File: src/rtl/snn_delay_layer.sv
// snn_delay_layer: fully connected LIF layer, per-synapse weight and axonal delay.
// Optional SNN_REFRACTORY_EN: one-step refractory period after every output spike.
`timescale 1ns/1ps
module snn_delay_layer #(
    parameter int N_IN  = 4,
    parameter int N_OUT = 2,
    parameter int WBITS = 4,
    parameter int DBITS = 2,
    parameter int VBITS = 8,
    parameter logic signed [VBITS-1:0] THRESH_RST = 8'sd16,
    localparam int SELW = (N_OUT > 1) ? $clog2(N_OUT) : 1
) (
    input  logic             clk,
    input  logic             rst_n,
    input  logic             cfg_we,
    input  logic [7:0]       cfg_addr,
    input  logic [7:0]       cfg_wdata,
    output logic [7:0]       cfg_rdata,
    input  logic             step,
    input  logic [N_IN-1:0]  in_spikes,
    output logic [N_OUT-1:0] out_spikes,
    output logic             step_done,
    input  logic [SELW-1:0]  dbg_sel,
    output logic [VBITS-1:0] dbg_vmem
);

    localparam int DEPTH = 1 << DBITS;
    localparam int EW    = VBITS + $clog2(N_IN) + 1;
    localparam logic signed [EW-1:0] VMAX = EW'((1 << (VBITS - 1)) - 1);
    localparam logic signed [EW-1:0] VMIN = -VMAX - EW'(1);

    logic signed [WBITS-1:0] weight_q [N_OUT][N_IN];
    logic [DBITS-1:0]        delay_q  [N_OUT][N_IN];
    logic signed [VBITS-1:0] thresh_q;
    logic [2:0]              leak_q;
    logic [7:0]              cnt_q;
    // Past spikes only; the current step's spike is tap 0.
    logic [DEPTH-2:0]        hist_q   [N_IN];
    logic signed [VBITS-1:0] vmem_q   [N_OUT];
    logic [N_OUT-1:0]        spike_q;
    logic                    done_q;
`ifdef SNN_REFRACTORY_EN
    logic [N_OUT-1:0]        refr_q;
`endif

    logic [DEPTH-1:0]        tap    [N_IN];
    logic signed [EW-1:0]    leak_v [N_OUT];
    logic signed [EW-1:0]    sum_v  [N_OUT];
    logic signed [EW-1:0]    vn_v   [N_OUT];
    logic signed [VBITS-1:0] vsat   [N_OUT];
    logic [N_OUT-1:0]        fire;
    logic [7:0]              pop;

    // Delay-line view: index d is the spike that arrived d steps ago.
    always_comb begin
        for (int i = 0; i < N_IN; i++) begin
            tap[i] = {hist_q[i], in_spikes[i]};
        end
    end

    // Per-neuron leak, weighted sum, saturation and threshold.
    always_comb begin
        pop = '0;
        for (int j = 0; j < N_OUT; j++) begin
            leak_v[j] = '0;
            sum_v[j]  = '0;
            if (leak_q != 3'd0) begin
                leak_v[j] = EW'(vmem_q[j] >>> leak_q);
            end
            for (int i = 0; i < N_IN; i++) begin
                if (tap[i][delay_q[j][i]]) begin
                    sum_v[j] = sum_v[j] + EW'(weight_q[j][i]);
                end
            end
`ifdef SNN_REFRACTORY_EN
            if (refr_q[j]) begin
                sum_v[j] = '0;
            end
`endif
            vn_v[j] = EW'(vmem_q[j]) - leak_v[j] + sum_v[j];
            if (vn_v[j] > VMAX) begin
                vsat[j] = VMAX[VBITS-1:0];
            end else if (vn_v[j] < VMIN) begin
                vsat[j] = VMIN[VBITS-1:0];
            end else begin
                vsat[j] = vn_v[j][VBITS-1:0];
            end
            fire[j] = (vsat[j] >= thresh_q);
            pop     = pop + 8'(fire[j]);
        end
    end

    // Configuration registers; a write lands on the same edge a step uses the old value.
    always_ff @(posedge clk or negedge rst_n) begin
        if (!rst_n) begin
            for (int j = 0; j < N_OUT; j++) begin
                for (int i = 0; i < N_IN; i++) begin
                    weight_q[j][i] <= '0;
                    delay_q[j][i]  <= '0;
                end
            end
            thresh_q <= THRESH_RST;
            leak_q   <= '0;
        end else if (cfg_we) begin
            for (int j = 0; j < N_OUT; j++) begin
                for (int i = 0; i < N_IN; i++) begin
                    if (cfg_addr == 8'(j * N_IN + i)) begin
                        weight_q[j][i] <= cfg_wdata[WBITS-1:0];
                        delay_q[j][i]  <= cfg_wdata[WBITS+DBITS-1:WBITS];
                    end
                end
            end
            if (cfg_addr == 8'hF0) begin
                thresh_q <= VBITS'($signed(cfg_wdata));
            end
            if (cfg_addr == 8'hF1) begin
                leak_q <= cfg_wdata[2:0];
            end
        end
    end

    // Neuron state, delay lines and spike counter advance on step.
    always_ff @(posedge clk or negedge rst_n) begin
        if (!rst_n) begin
            for (int i = 0; i < N_IN; i++) begin
                hist_q[i] <= '0;
            end
            for (int j = 0; j < N_OUT; j++) begin
                vmem_q[j] <= '0;
            end
            spike_q <= '0;
            done_q  <= 1'b0;
            cnt_q   <= '0;
`ifdef SNN_REFRACTORY_EN
            refr_q  <= '0;
`endif
        end else begin
            done_q <= step;
            if (step) begin
                for (int i = 0; i < N_IN; i++) begin
                    hist_q[i] <= tap[i][DEPTH-2:0];
                end
                for (int j = 0; j < N_OUT; j++) begin
                    vmem_q[j] <= fire[j] ? '0 : vsat[j];
                end
                spike_q <= fire;
                cnt_q   <= cnt_q + pop;
`ifdef SNN_REFRACTORY_EN
                refr_q  <= fire;
`endif
            end
        end
    end

    // Combinational register read-back; unmapped addresses read as zero.
    always_comb begin
        cfg_rdata = '0;
        for (int j = 0; j < N_OUT; j++) begin
            for (int i = 0; i < N_IN; i++) begin
                if (cfg_addr == 8'(j * N_IN + i)) begin
                    cfg_rdata = 8'({delay_q[j][i], weight_q[j][i]});
                end
            end
        end
        if (cfg_addr == 8'hF0) begin
            cfg_rdata = 8'(thresh_q);
        end
        if (cfg_addr == 8'hF1) begin
            cfg_rdata = {5'b0, leak_q};
        end
        if (cfg_addr == 8'hF2) begin
            cfg_rdata = cnt_q;
        end
    end

    // Debug membrane mux.
    always_comb begin
        dbg_vmem = '0;
        for (int j = 0; j < N_OUT; j++) begin
            if (dbg_sel == SELW'(j)) begin
                dbg_vmem = vmem_q[j];
            end
        end
    end

    assign out_spikes = spike_q;
    assign step_done  = done_q;

endmodule

File: config.mk
export PLATFORM = sky130hd
export DESIGN_NAME = snn_delay_layer
export DESIGN_NICKNAME = d
export VERILOG_FILES = /design/src/rtl/snn_delay_layer.sv
export SDC_FILE = /design/constraint.sdc
export NUM_CORES = 1
export LEC_CHECK = 0
export CORE_MARGIN = 2
export CORE_UTILIZATION = 40
export CTS_CLUSTER_DIAMETER = 60
export DETAILED_ROUTE_END_ITERATION = 16
export DONT_BUFFER_PORTS = 1
export HOLD_SLACK_MARGIN = 0.15
export PLACE_DENSITY = 0.53
export RECOVER_POWER = 50
export SYNTH_ARGS = -nofsm -noshare
export SYNTH_HDL_FRONTEND = slang
export SYNTH_SLANG_ARGS = --single-unit
File: constraint.sdc
create_clock -name clk -period 8.55 [get_ports clk]
set_input_delay 1.71 -clock clk [delete_from_list [all_inputs] [get_ports clk]]
set_output_delay 1.71 -clock clk [all_outputs]
set_load 0.02 [all_outputs]
# Word-level counts from Yosys, hierarchy flattened
# Index checks and enable logic that the tools add are counted.
# W data, S select, Z words.
[totals]
ram_bits = 0
mem_count = 0
register_bits = 98
inputBits = 25
latch_bits = 0
rom_bits = 0
elab_cells = 121
out_inout_bits = 19
[classes]
n_div = 0
n_lt_le_gt_ge = 14
n_bitwise = 0
mux = 44
addsub = 12
n_eq_ne = 10
reduce_logical = 12
n_shift = 2
multipliers = 0
[ops]
columns = ["cell", "count"]
rows = [
  ["$mux W8", 16],
  ["$mux W11", 10],
  ["$add A11 B4 Y11", 6],
  ["$eq A8 B3 Y1 const B", 4],
  ["$eq A8 B8 Y1 const B", 3],
  ["$lt A2 B3 Y1 const B", 8],
  ["$add A11 B11 Y11", 2],
  ["$gt A11 B8 Y1 const B", 2],
  ["$lt A11 B8 Y1 const B", 2],
  ["$sshr A8 B3 Y11", 2],
  ["$sub A8 B11 Y11", 2],
  ["$reduce_and A2 Y1", 10],
  ["$bmux W1 S2", 8],
  ["$eq A8 B2 Y1 const B", 2],
  ["$ge A8 B8 Y1", 2],
  ["$mux W6", 2],
  ["$add A8 B2 Y8", 1],
  ["$eq A8 B1 Y1 const B", 1],
  ["$logic_not A8 Y1", 1],
  ["$mux W1", 8],
  ["$reduce_bool A3 Y1", 1],
  ["$add A1 B1 Y2", 1],
]

# Depth between registers and ports, before layout
[logic_depth]
depth_word = 16
depth_mapped = 45

# Worst setup path before layout
# No wires, ideal clock.
[synth_path]
path_type = "input -> register"
from = "in in_spikes[0]"
to = "reg cnt_q[1]"
path_stages = 42
arrival_ps = 9837
slack_ps = -1412
setup_time_ps = 125
path_cell_list = "mux4_2 and2_2 ha_1 fa_1 a21oi_1 nor2b_1 nor2_1 fa_1 a21oi_1 ha_1 o21ai_0 nor2_1 o21ai_0 a21oi_1 mux2_2 ha_1 o211a_1 o21ai_0 [6 not listed] nand2_1 a21oi_1 xnor2_1 xnor3_2 o21ai_0 buf_2 a21boi_0 ha_1 nand2b_1 a21oi_1 nor2b_1 o21ai_0 a21oi_1 o31ai_1 fa_1 inv_1 ha_1 mux2_2"
[synth_via]
elab_chain_cells = 16
[synth_lines]
columns = ["item", "line_no", "source"]
rows = [
  ["from (decl)", "20", "input logic [N_IN-1:0] in_spikes,"],
  ["$bmux W1 S2", "71", "if (tap[i][delay_q[j][i]]) begin"],
  ["$mux W1 (not written as such)", "71", ""],
  ["$mux W11", "71", ""],
  ["$add A11 B4 Y11", "72", "sum_v[j] = sum_v[j] + EW'(weight_q[j][i]);"],
  ["$mux W11", "71", ""],
  ["$add A11 B4 Y11", "72", ""],
  ["$mux W11", "71", ""],
  ["$add A11 B4 Y11", "72", ""],
  ["$mux W11", "71", ""],
  ["$add A11 B11 Y11", "80", "vn_v[j] = EW'(vmem_q[j]) - leak_v[j] + sum_v[j];"],
  ["$lt A11 B8 Y1", "83", "end else if (vn_v[j] < VMIN) begin"],
  ["$mux W8", "83", ""],
  ["$mux W8", "81", "if (vn_v[j] > VMAX) begin"],
  ["$ge A8 B8 Y1", "88", "fire[j] = (vsat[j] >= thresh_q);"],
  ["$add A1 B1 Y2 *", "89", "pop = pop + 8'(fire[j]);"],
  ["$add A8 B2 Y8 *", "147", "cnt_q <= cnt_q + pop;"],
  ["to (signal assigned)", "147", ""],
  ["to (decl)", "36", "logic [7:0] cnt_q;"],
]
# Every way passes the cells marked *; elsewhere a longest branch is shown, timed or not. The select of a mux whose other input is x is not followed.
# A chain may end at the register's enable or synchronous reset.

# Worst setup path in the final report
# Same ends and word-level chain as after synthesis.

==> results.yml <==
detailed_routing:
  routed-wl-met2_um: 13030
  via_per_inst: 5.424
  drcViolationCount: 0
  drt_first_pass_iters: 4
  wl_per_cell_um: 17.54
  ant_nets: 0
  vias: 8201
  drt-met1-wl_um: 12190
  route.met3.wl_um: 786
  highest_layer: "met4"
  dr.first_iter.drc_count: 375
  routed_wl_um: 26520
layout:
  nets: 1331
  drive_above_1_share: 0.3839
  syn2layout_area_growth_pct: 28.62
  multi_input_area_mm2: 0.007460
  final_common_cell: "buf_4"
  stdcell_count: 1512
  mostFrequentLayoutCells: "188 x buf_4, 97 x dfrtp_1, 94 x mux2_2"
  nFillCells: 2165
  seq_area_mm2: 0.002454
  diodes: 0
die:
  io_pins: 44
  floorplan.rows: 56
  start_util: 0.4083
  die_width_um: 158.8
  die_h_um: 158.8
  dieArea_mm2: 0.02521
  core_mm2: 0.02347
placement:
  io_buffer_count: 0
  gp_congestion: 0.8510
  preCtsSetupSlack_ns: -1.211
  place_hpwl_um: 19760
  place_inst: 1454
worst_setup_path:
  slowest_stage: "mux4_2"
  crit_top_cell: "buf_4"
  cp-start-kind: "input pin"
  r2r-start: "delay_q[14]"
  worst_setup_path_end_kind: "register"
  critPathArrivalTime_ns: 9.46
  critical_path_class: "in2reg"
  cp-startpoint: "in_spikes[0]"
  cp_data_required_time_ns: 8.79
  cp_max_fo: 4
  cpPeakStageDelay_ns: 0.50
synth:
  synthAdderAreaFrac: 0.1737
  synth_seq_area_share: 0.2560
  ys_types: 71
  ys_ff_latch: 98
  synth_top_family_by_area: "compound AO/OA/AOI/OAI gates"
  syn-cell-area_mm2: 0.009583
  synth_edf_count: 0
  async_flop_share: 1.000
  synth.avg_cell_area_um2: 9.404
  yosys_most_used_dff: "dfrtp_1"
  yosys_warnings: 0
  syn_nets: 1162
  synth-xor-area-share: 0.05053
  synth_compound_area_frac: 0.2016
  syn_inst: 1019
  synthMuxAreaShare: 0.1565
  synthSimpleGateAreaFrac: 0.1212
sta:
  fin_skew_ns: 0.007839
  fin_tns_setup_ns: -11.55
  rsz0062_at_grt: "yes"
  worst_slack_ns: -0.6732
  timing.slew.headroom: 0.1926
  min_period_over_period: 1.079
  min_period_ns: 9.223
  timing.hold.ws_ns: 0.4771
  drv_slew: 0
  fmax_ghz: 0.1084
  tightest_slew_ns: 1.202
  finalHoldViolations: 0
  setup_viol: 26
power_and_ir_drop:
  totalPowerFinal_mw: 3.829
  ir_drop_mv: 0.2593
  p_leak_nw: 5.647
  power_density_mw_per_mm2: 310.7
cts:
  clkTransAtPathRegs_ns: 0.07
  clk_latency_ns: 0.35
  clockRootBuffer: "clkbuf_16"
  postCtsHoldBufs: 0
  numClockSinks: 98
  cts_buffers: 9
  cts_max_level: 3
  cts_tree: "built"
  cts_max_path_buffers: 2
run:
  cap_violations: 0
grt:
  antenna_found_initial: 0
  grt_usage: 0.2102
  first_global_vias: 8349
  grt_max_degree: 99
  grt_pass1_wl_um: 43370
  grt.overflow.total: 0
status:
  status: "finished with violations"
  violations: "negative setup slack"
worst_hold_path:
  hold_path_class: "reg2reg"
  min-delay-start: "cnt_q[7]"
==> synthesized netlist by cell type (4+ instances only) <==
| master | number | area (µm²) |
|---|---|---|
| and2_1 | 6 | 37.54 |
| dfrtp_1 | 97 | 2427 |
| o21a_1 | 9 | 67.56 |
| inv_1 | 60 | 225.2 |
| or3_1 | 6 | 37.54 |
| o21bai_1 | 13 | 97.59 |
| a211oi_1 | 11 | 82.58 |
| and3_1 | 6 | 37.54 |
| nand3_1 | 15 | 75.07 |
| a21o_1 | 24 | 180.2 |
| nor2b_1 | 15 | 93.84 |
| clkbuf_1 | 29 | 108.9 |
| a221o_1 | 13 | 130.1 |
| mux2i_1 | 7 | 70.07 |
| a22oi_1 | 13 | 97.59 |
| mux4_2 | 15 | 337.8 |
| o21ai_0 | 71 | 355.3 |
| xnor2_1 | 32 | 280.3 |
| and2_2 | 4 | 30.03 |
| nor3_1 | 12 | 60.06 |
| nand2b_1 | 19 | 118.9 |
| o31ai_1 | 4 | 30.03 |
| fa_1 | 25 | 500.5 |
| nand2_1 | 65 | 244.0 |
| a31oi_1 | 9 | 56.30 |
| nor3b_1 | 6 | 45.04 |
| nand4_1 | 4 | 25.02 |
| a21oi_1 | 83 | 415.4 |
| nor2_1 | 70 | 262.8 |
| mux2_2 | 97 | 1092 |
| o211ai_1 | 8 | 60.06 |
| ha_1 | 93 | 1164 |
| a311o_1 | 5 | 50.05 |
| xor2_1 | 18 | 157.7 |
==> final cells by class <==
| type | instances | area share |
|---|---|---|
| clock inverter | 5 | 0.003553 |
| sequential | 98 | 0.1991 |
| clock buffer | 11 | 0.01969 |
| inverter | 60 | 0.01827 |
| timing repair buffer | 196 | 0.1218 |
| multi-input combinational | 823 | 0.6052 |
| tap | 319 | 0.03238 |
==> path summary, 6_finish.rpt <==
path | cells after the start | endpoint | slack (ns)
setup reg to reg | 45 | cnt_q[1] | 0.21
min in group asynchronous | 0 | weight_q[24] | 1.05
max in group asynchronous | 0 | thresh_q[4] | 7.26
hold / removal | 1 | cnt_q[7] | 0.48
hold reg to reg | 1 | cnt_q[7] | 0.48
setup / recovery | 45 | cnt_q[1] | -0.67
==> critical path, delay by kind of cell <==
kind | cells | cell delay [ns]
AND/OR/NAND/NOR | 5 | 0.53
multiplexers | 2 | 0.75
adder cells (fa/ha/maj) | 9 | 2.77
XOR/XNOR | 1 | 0.08
AO/OA/AOI/OAI | 16 | 2.36
buffers and inverters | 12 | 1.24
==> kinds of logic after synthesis <==
family | Yosys count
AOI/OAI and AO/OA | 295
xor gates and xnor gates | 52
adders and majority gates | 118
buffers and inverters | 98
DFF | 98
muxes | 119
and+or+nand+nor | 239
==> repair_timing <==
item	4_1_cts	5_1_grt
endpoints found under the hold margin	0	0
pin swaps	70	32
resized for setup	54	56
endpoints found under the setup margin	26	26
buffers inserted	34	11
==> report_power, final <==
| group | switching, mW | internal [mW] |
|---|---|---|
| Clock | 0.192 | 0.211 |
| Combinational | 1.31 | 1.47 |
| Sequential | 0.107 | 0.541 |
==> layer usage <==
metal,GRT usage,vias up
met5,0,-
met2,0.3636,122
met3,0.02665,33
li1,-,4067
met1,0.2768,3979
met4,0.05671,0
==> sequential cells by signal, summed over array words and instances, names as in the netlist <==
signal and count:
thresh_q 8, step_done 1, out_spikes 2, cnt_q 8
vmem_q 16, leak_q 3, delay_q 16, weight_q 32
hist_q 12
==> stage by stage <==
stage / utilization / area (µm²)
2_1_floorplan: - / 9824
5_1_grt: 0.5251 / 12330
3_3_place_gp: 0.4776 / 11210
3_5_place_dp: 0.4776 / 11210
6_report: 0.5251 / 12330
4_1_cts: 0.5106 / 11980
(Power assumes the default switching activity.)
